## config.mk

```make
export PLATFORM = sky130hd
export DESIGN_NAME = uart_tx_cfg_flat
export DESIGN_NICKNAME = d
export VERILOG_FILES = /design/src/rtl/uart_tx_cfg_pkg.sv /design/src/rtl/uart_tx_cfg_if.sv /design/src/rtl/uart_baud_gen.sv /design/src/rtl/uart_tx_cfg.sv /design/src/flat_wrapper.sv
export SDC_FILE = /design/constraint.sdc
export NUM_CORES = 1
export LEC_CHECK = 0
export BUFFER_PORTS_ARGS = -buffer_cell sky130_fd_sc_hd__buf_2
export CELL_PAD_IN_SITES_DETAIL_PLACEMENT = 1
export CELL_PAD_IN_SITES_GLOBAL_PLACEMENT = 1
export CORE_MARGIN = 3
export CORE_UTILIZATION = 35
export DETAILED_ROUTE_END_ITERATION = 10
export PLACE_DENSITY = 0.75
export SLEW_MARGIN = 20
export SYNTH_ARGS = -nofsm -noshare
export SYNTH_HDL_FRONTEND = slang
export SYNTH_SLANG_ARGS = --single-unit
```

## constraint.sdc

```tcl
create_clock -name i_clk -period 2.45 [get_ports i_clk]
set_input_delay 0.49 -clock i_clk [delete_from_list [all_inputs] [get_ports i_clk]]
set_output_delay 0.49 -clock i_clk [all_outputs]
set_load 0.02 [all_outputs]
```

## src/rtl/uart_tx_cfg_pkg.sv

```systemverilog
// Shared UART types: parity modes, transmitter FSM states and a counter width helper.
// Also used by the planned receiver.
package uart_pkg;

    typedef enum logic [1:0] {
        PAR_NONE = 2'd0,
        PAR_EVEN = 2'd1,
        PAR_ODD  = 2'd2
    } parity_e;

    typedef enum logic [2:0] {
        ST_IDLE,
        ST_START,
        ST_DATA,
        ST_PARITY,
        ST_STOP
    } tx_state_e;

    // Bits needed to count 0..n-1, never less than one.
    function automatic int cnt_width(input int n);
        return (n <= 2) ? 1 : $clog2(n);
    endfunction

endpackage

```

## src/rtl/uart_tx_cfg_if.sv

```systemverilog
// Word handshake between a byte source (master) and the UART transmitter (slave).
interface uart_tx_cfg_if #(
    parameter int DATA_W = 8
) ();
    logic [DATA_W-1:0] i_data;
    logic              i_valid;
    logic              o_ready;

    modport master (output i_data, output i_valid, input o_ready);
    modport slave  (input i_data, input i_valid, output o_ready);
endinterface

```

## src/rtl/uart_baud_gen.sv

```systemverilog
// Bit-period counter: counts 0..CLK_DIV-1 while enabled and flags the last count.
// Held at zero while disabled so every frame starts on a fresh bit boundary.
module uart_baud_gen
    import uart_pkg::*;
#(
    parameter int CLK_DIV = 16
) (
    input  logic i_clk,
    input  logic i_rst,
    input  logic i_en,
    output logic o_tick
);
    localparam int               CNT_W    = cnt_width(CLK_DIV);
    localparam logic [CNT_W-1:0] CNT_LAST = CNT_W'(CLK_DIV - 1);

    logic [CNT_W-1:0] cnt_q;
    logic [CNT_W-1:0] cnt_d;

    assign o_tick = i_en && (cnt_q == CNT_LAST);

    always_comb begin
        cnt_d = cnt_q + CNT_W'(1);
        if (!i_en || o_tick) begin
            cnt_d = '0;
        end
    end

    always_ff @(posedge i_clk) begin
        if (i_rst) begin
            cnt_q <= '0;
        end else begin
            cnt_q <= cnt_d;
        end
    end
endmodule

```

## src/rtl/uart_tx_cfg.sv

```systemverilog
// Parametrised UART transmitter: start bit, DATA_W data bits LSB first,
// optional parity bit and 1 or 2 stop bits, each bit held CLK_DIV clocks.
module uart_tx_cfg
    import uart_pkg::*;
#(
    parameter int      CLK_DIV   = 16,
    parameter int      DATA_W    = 8,
    parameter parity_e PARITY    = PAR_NONE,
    parameter int      STOP_BITS = 1
) (
    input  logic          i_clk,
    input  logic          i_rst,
    uart_tx_cfg_if.slave  tx_if,
    output logic          o_uart_tx,
    output logic          o_busy,
    output logic          o_done
);
    if (CLK_DIV < 2) begin : g_bad_clk_div
        $error("uart_tx_cfg: CLK_DIV must be >= 2");
    end
    if (DATA_W < 5 || DATA_W > 9) begin : g_bad_data_w
        $error("uart_tx_cfg: DATA_W must be in 5..9");
    end
    if (PARITY != PAR_NONE && PARITY != PAR_EVEN && PARITY != PAR_ODD) begin : g_bad_parity
        $error("uart_tx_cfg: PARITY must be 0, 1 or 2");
    end
    if (STOP_BITS != 1 && STOP_BITS != 2) begin : g_bad_stop
        $error("uart_tx_cfg: STOP_BITS must be 1 or 2");
    end

    localparam int               IDX_W      = cnt_width(DATA_W);
    localparam logic [IDX_W-1:0] IDX_LAST   = IDX_W'(DATA_W - 1);
    localparam logic             STOP_LAST  = (STOP_BITS == 2);
    localparam bit               HAS_PARITY = (PARITY != PAR_NONE);

    tx_state_e         state_q;
    logic [DATA_W-1:0] shift_q;
    logic [IDX_W-1:0]  bit_idx_q;
    logic              stop_idx_q;
    logic              par_q;
    logic              par_d;
    logic              tx_q;

    logic tick;
    logic last_stop_clk;
    logic ready;
    logic accept;

    uart_baud_gen #(
        .CLK_DIV (CLK_DIV)
    ) u_baud (
        .i_clk  (i_clk),
        .i_rst  (i_rst),
        .i_en   (state_q != ST_IDLE),
        .o_tick (tick)
    );

    // The final stop clock doubles as an accept slot so frames can run back to back.
    assign last_stop_clk = (state_q == ST_STOP) && tick && (stop_idx_q == STOP_LAST);
    assign ready         = ((state_q == ST_IDLE) || last_stop_clk) && !i_rst;
    assign accept        = tx_if.i_valid && ready;
    assign par_d         = (PARITY == PAR_ODD) ? ~^tx_if.i_data : ^tx_if.i_data;

    assign tx_if.o_ready = ready;
    assign o_uart_tx     = tx_q;
    assign o_busy        = (state_q != ST_IDLE);
    assign o_done        = last_stop_clk;

    always_ff @(posedge i_clk) begin
        if (i_rst) begin
            state_q    <= ST_IDLE;
            shift_q    <= '0;
            bit_idx_q  <= '0;
            stop_idx_q <= 1'b0;
            par_q      <= 1'b0;
            tx_q       <= 1'b1;
        end else begin
            case (state_q)
                ST_IDLE: begin
                    if (accept) begin
                        shift_q <= tx_if.i_data;
                        par_q   <= par_d;
                        tx_q    <= 1'b0;
                        state_q <= ST_START;
                    end
                end
                ST_START: begin
                    if (tick) begin
                        tx_q      <= shift_q[0];
                        shift_q   <= shift_q >> 1;
                        bit_idx_q <= '0;
                        state_q   <= ST_DATA;
                    end
                end
                ST_DATA: begin
                    if (tick) begin
                        if (bit_idx_q == IDX_LAST) begin
                            if (HAS_PARITY) begin
                                tx_q    <= par_q;
                                state_q <= ST_PARITY;
                            end else begin
                                tx_q       <= 1'b1;
                                stop_idx_q <= 1'b0;
                                state_q    <= ST_STOP;
                            end
                        end else begin
                            tx_q      <= shift_q[0];
                            shift_q   <= shift_q >> 1;
                            bit_idx_q <= bit_idx_q + IDX_W'(1);
                        end
                    end
                end
                ST_PARITY: begin
                    if (tick) begin
                        tx_q       <= 1'b1;
                        stop_idx_q <= 1'b0;
                        state_q    <= ST_STOP;
                    end
                end
                ST_STOP: begin
                    if (last_stop_clk) begin
                        if (accept) begin
                            shift_q <= tx_if.i_data;
                            par_q   <= par_d;
                            tx_q    <= 1'b0;
                            state_q <= ST_START;
                        end else begin
                            tx_q    <= 1'b1;
                            state_q <= ST_IDLE;
                        end
                    end else if (tick) begin
                        stop_idx_q <= 1'b1;
                    end
                end
                default: begin
                    tx_q    <= 1'b1;
                    state_q <= ST_IDLE;
                end
            endcase
        end
    end
endmodule

```

## src/flat_wrapper.sv

```systemverilog
// flat-port wrapper written by rule: the top's interface ports become plain ports
module uart_tx_cfg_flat import uart_pkg::*;
#(
    parameter int      CLK_DIV   = 16,
    parameter int      DATA_W    = 8,
    parameter parity_e PARITY    = PAR_NONE,
    parameter int      STOP_BITS = 1
)
  (i_clk, i_rst, o_uart_tx, o_busy, o_done, tx_if_i_data, tx_if_i_valid, tx_if_o_ready);
  uart_tx_cfg_if #(.DATA_W(DATA_W)) tx_if_i ();
  input  logic i_clk;
  input  logic i_rst;
  output logic o_uart_tx;
  output logic o_busy;
  output logic o_done;
  input wire logic [$bits(tx_if_i.i_data)-1:0] tx_if_i_data;
  input wire logic [$bits(tx_if_i.i_valid)-1:0] tx_if_i_valid;
  output wire logic [$bits(tx_if_i.o_ready)-1:0] tx_if_o_ready;
  assign tx_if_i.i_data = tx_if_i_data;
  assign tx_if_i.i_valid = tx_if_i_valid;
  assign tx_if_o_ready = tx_if_i.o_ready;
  uart_tx_cfg #(.CLK_DIV(CLK_DIV), .DATA_W(DATA_W), .PARITY(PARITY), .STOP_BITS(STOP_BITS)) u_core (.i_clk(i_clk), .i_rst(i_rst), .tx_if(tx_if_i), .o_uart_tx(o_uart_tx), .o_busy(o_busy), .o_done(o_done));
endmodule
```

==> impl_metrics.py <==
metrics = {
    "yosys": {
        "synthDistinctLibCells": 38,
        "yosys.area.top_type": "dfxtp_1",
        "netlist_top_cells_count": "20 x dfxtp_1, 10 x nand2_1, 10 x nor3b_1",
        "synth_area_leaders": "dfxtp_1 35%, mux2i_1 7.0%, nor3b_1 6.5%",
        "yosysTopAreaCellShare_pct": 34.8,
        "syn-instance-count": 130,
        "synth_ff_type": "dfxtp_1",
        "ys_warn_count": 0,
        "netlist_area_um2": 1150,
        "ys_seq_area_share_pct": 34.8,
        "synthArstFlopShare_pct": 0,
        "ys_ff_latch": 20,
        "syn_nets": 144,
        "yosys.cell_count.top_type": "dfxtp_1",
        "synth-edff-count": 0,
        "avgSynthCellArea_um2": 8.85,
    },
    "timing": {
        "skew_ns": 0.00253,
        "fin_crit_ns": 2.32,
        "slew_violations": 0,
        "tightest_slew_ns": 0.559,
        "max-slew-margin-rel_pct": 62.4,
        "fmax_mhz": 431,
        "timing.hold.ws_ns": 0.473,
        "rsz0062_at_grt": "false",
        "min_period_over_period_pct": 94.7,
        "setup_tns_ns": 0,
        "setup_viol": 0,
        "hold_violations": 0,
    },
    "place": {
        "io_buffers": 14,
        "dp_hpwl_um": 1930,
        "gp_congestion": 0.790,
        "placed_area_um2": 1240,
    },
    "worst_setup_path": {
        "crit_path_start": "u_core.u_baud.cnt_q[0]$_SDFF_PP0_",
        "crit_fanout": 4,
        "timing.rr.start": "u_core.state_q[0]$_SDFFE_PP0P_",
        "crit_required_ns": 1.96,
        "timing_worst_setup_path_type": "flop to primary output",
        "endpoint_kind": "primary output",
        "startpoint_type": "flop",
        "r2r_setup_slack_ns": 0.42,
        "critPathArrivalTime_ns": 1.83,
    },
    "worst_hold_path": {
        "hold_path.class": "flop to flop",
        "hp-start": "u_core.shift_q[5]$_SDFFE_PP0P_",
    },
    "clock_network": {
        "cts_max_path_buffers": 2,
        "cts_tree": "yes",
        "cts_inserted_buffers": 3,
        "cts_sinks": 20,
        "cts_max_level": 1,
        "clkTransAtPathRegs_ns": 0.12,
        "holdBufCountCts": 0,
        "cts-root-buf": "clkbuf_4",
        "clock_latency_ns": 0.31,
    },
    "cells_and_area": {
        "syn_to_final_growth_pct": 12.4,
        "final_area_um2": 1290,
        "ff_latch_area_um2": 400,
        "multi_input_area_um2": 682,
        "drive_gt1_share_pct": 17.5,
        "nFillCells": 390,
        "n_antenna_cell": 0,
        "fin_nets": 158,
    },
    "global_route": {
        "grt_pass1_vias": 1052,
        "grt_overflow": 0,
        "grt_usage_pct": 14.8,
        "antenna_found_initial": 0,
        "grt_max_degree": 19,
        "grt_pass1_wl_um": 4830,
    },
    "die": {
        "dieArea_um2": 4010,
        "fp.dieH_um": 63.3,
        "initial_utilization_pct": 37.1,
        "coreArea_um2": 3100,
        "io_pins": 15,
        "rows": 20,
        "die_x_um": 63.3,
    },
    "outcome": {
        "status": "complete, no violations",
    },
    "routing": {
        "first_pass_iters": 4,
        "totalWireLength_um": 2740,
        "drc_errors": 0,
        "drt_iter0_markers": 11,
        "route.vias.total": 998,
        "routedWlPerCell_um": 14.6,
        "route.antenna.remaining_nets": 0,
        "viasPerCell": 5.34,
    },
    "power": {
        "pwr_density_cell_nw_per_um2": 483,
        "peakVddDrop_mv": 0.364,
        "leakagePower_nw": 0.527,
    },
    "job": {
        "maxCapViolCount": 0,
    },
}
-- power breakdown --
| part | internal, mW | switching [mW] |
|---|---|---|
| Combinational | 0.0369 | 0.0440 |
| Clock | 0.0908 | 0.110 |
| Sequential | 0.334 | 0.00907 |
| Total | 0.461 | 0.163 |
-- area by class of cell --
cell class,count,share of cell area [%]
repair buffers,18,7.74
multi-input cells,96,52.8
inverters,5,1.45
flip-flops and latches,20,31.0
clock buffers,4,2.81
well taps,44,4.26
-- worst max-delay path, cell delays in order, from the launching register on --
cell       delay, ns
dfxtp_1         0.38
ha_1            0.23
nand4b_1        0.22
a2111oi_4       0.44
buf_2           0.23
-- sequential cells by signal, summed over array words and instances (netlist names) --
signal,count
u_core.bit_idx_q,3
u_core.o_uart_tx,1
u_core.shift_q,8
u_core.state_q,3
u_core.stop_idx_q,1
u_core.u_baud.cnt_q,4
-- path summary, 6_finish.rpt --
| path | end | cells after the start |
|---|---|---|
| worst max-delay path | tx_if_o_ready | 4 |
| worst min-delay path | u_core.shift_q[5]$_SDFFE_PP0P_ | 2 |
| worst min register to register | u_core.shift_q[5]$_SDFFE_PP0P_ | 2 |
| worst max register to register | u_core.shift_q[7]$_SDFFE_PP0P_ | 4 |
-- cells in the final DEF (no fill, tap or decap), types with 4 or more instances in the layout --
cell and instances:
o21ai_0 9, nand2_1 10, mux2i_1 8, buf_2 14
dfxtp_1 20, buf_4 4, nor3b_1 10, a21oi_1 4
nor2_1 9, nand3_1 6, o21a_1 9, inv_1 5
-- layer usage --
metal,routed length (um),vias to the layer above,global-route usage (%)
li1,-,498,-
met1,1280,484,18.4
met2,1370,12,26.0
met3,49,4,1.78
met4,34,0,5.66
met5,0,-,0
-- kinds of logic (layout without fill, tap and decap cells) --
logic type / after synthesis / after routing / synth area share (%)
mux: 8 / 8 / 6.96
fa+ha+maj: 3 / 3 / 3.26
flops: 20 / 20 / 34.8
simple gates: 49 / 49 / 25.4
buf+inv: 14 / 27 / 6.96
xor+xnor: 3 / 3 / 2.29
compound gates: 33 / 33 / 20.3
-- repair_timing --
action | 4_1_cts | 5_1_grt
gates resized for setup | 0 | 1
endpoints found under the setup margin | 0 | 1
setup buffers | 0 | 1
-- stage by stage --
stage / util [%] / setup slack [ns] / power, mW / std cells
after floorplan: - / 0.592 / 0.408 / 130
after global placement: 39.8 / 0.461 / 0.426 / 182
after detailed placement: 39.8 / 0.405 / 0.429 / 182
after CTS: 41.0 / 0.0966 / 0.624 / 186
after global routing: 41.7 / 0.0124 / 0.655 / 187
final: 41.7 / 0.129 / 0.625 / 187
No activity file was read; power rests on OpenSTA's default activity.
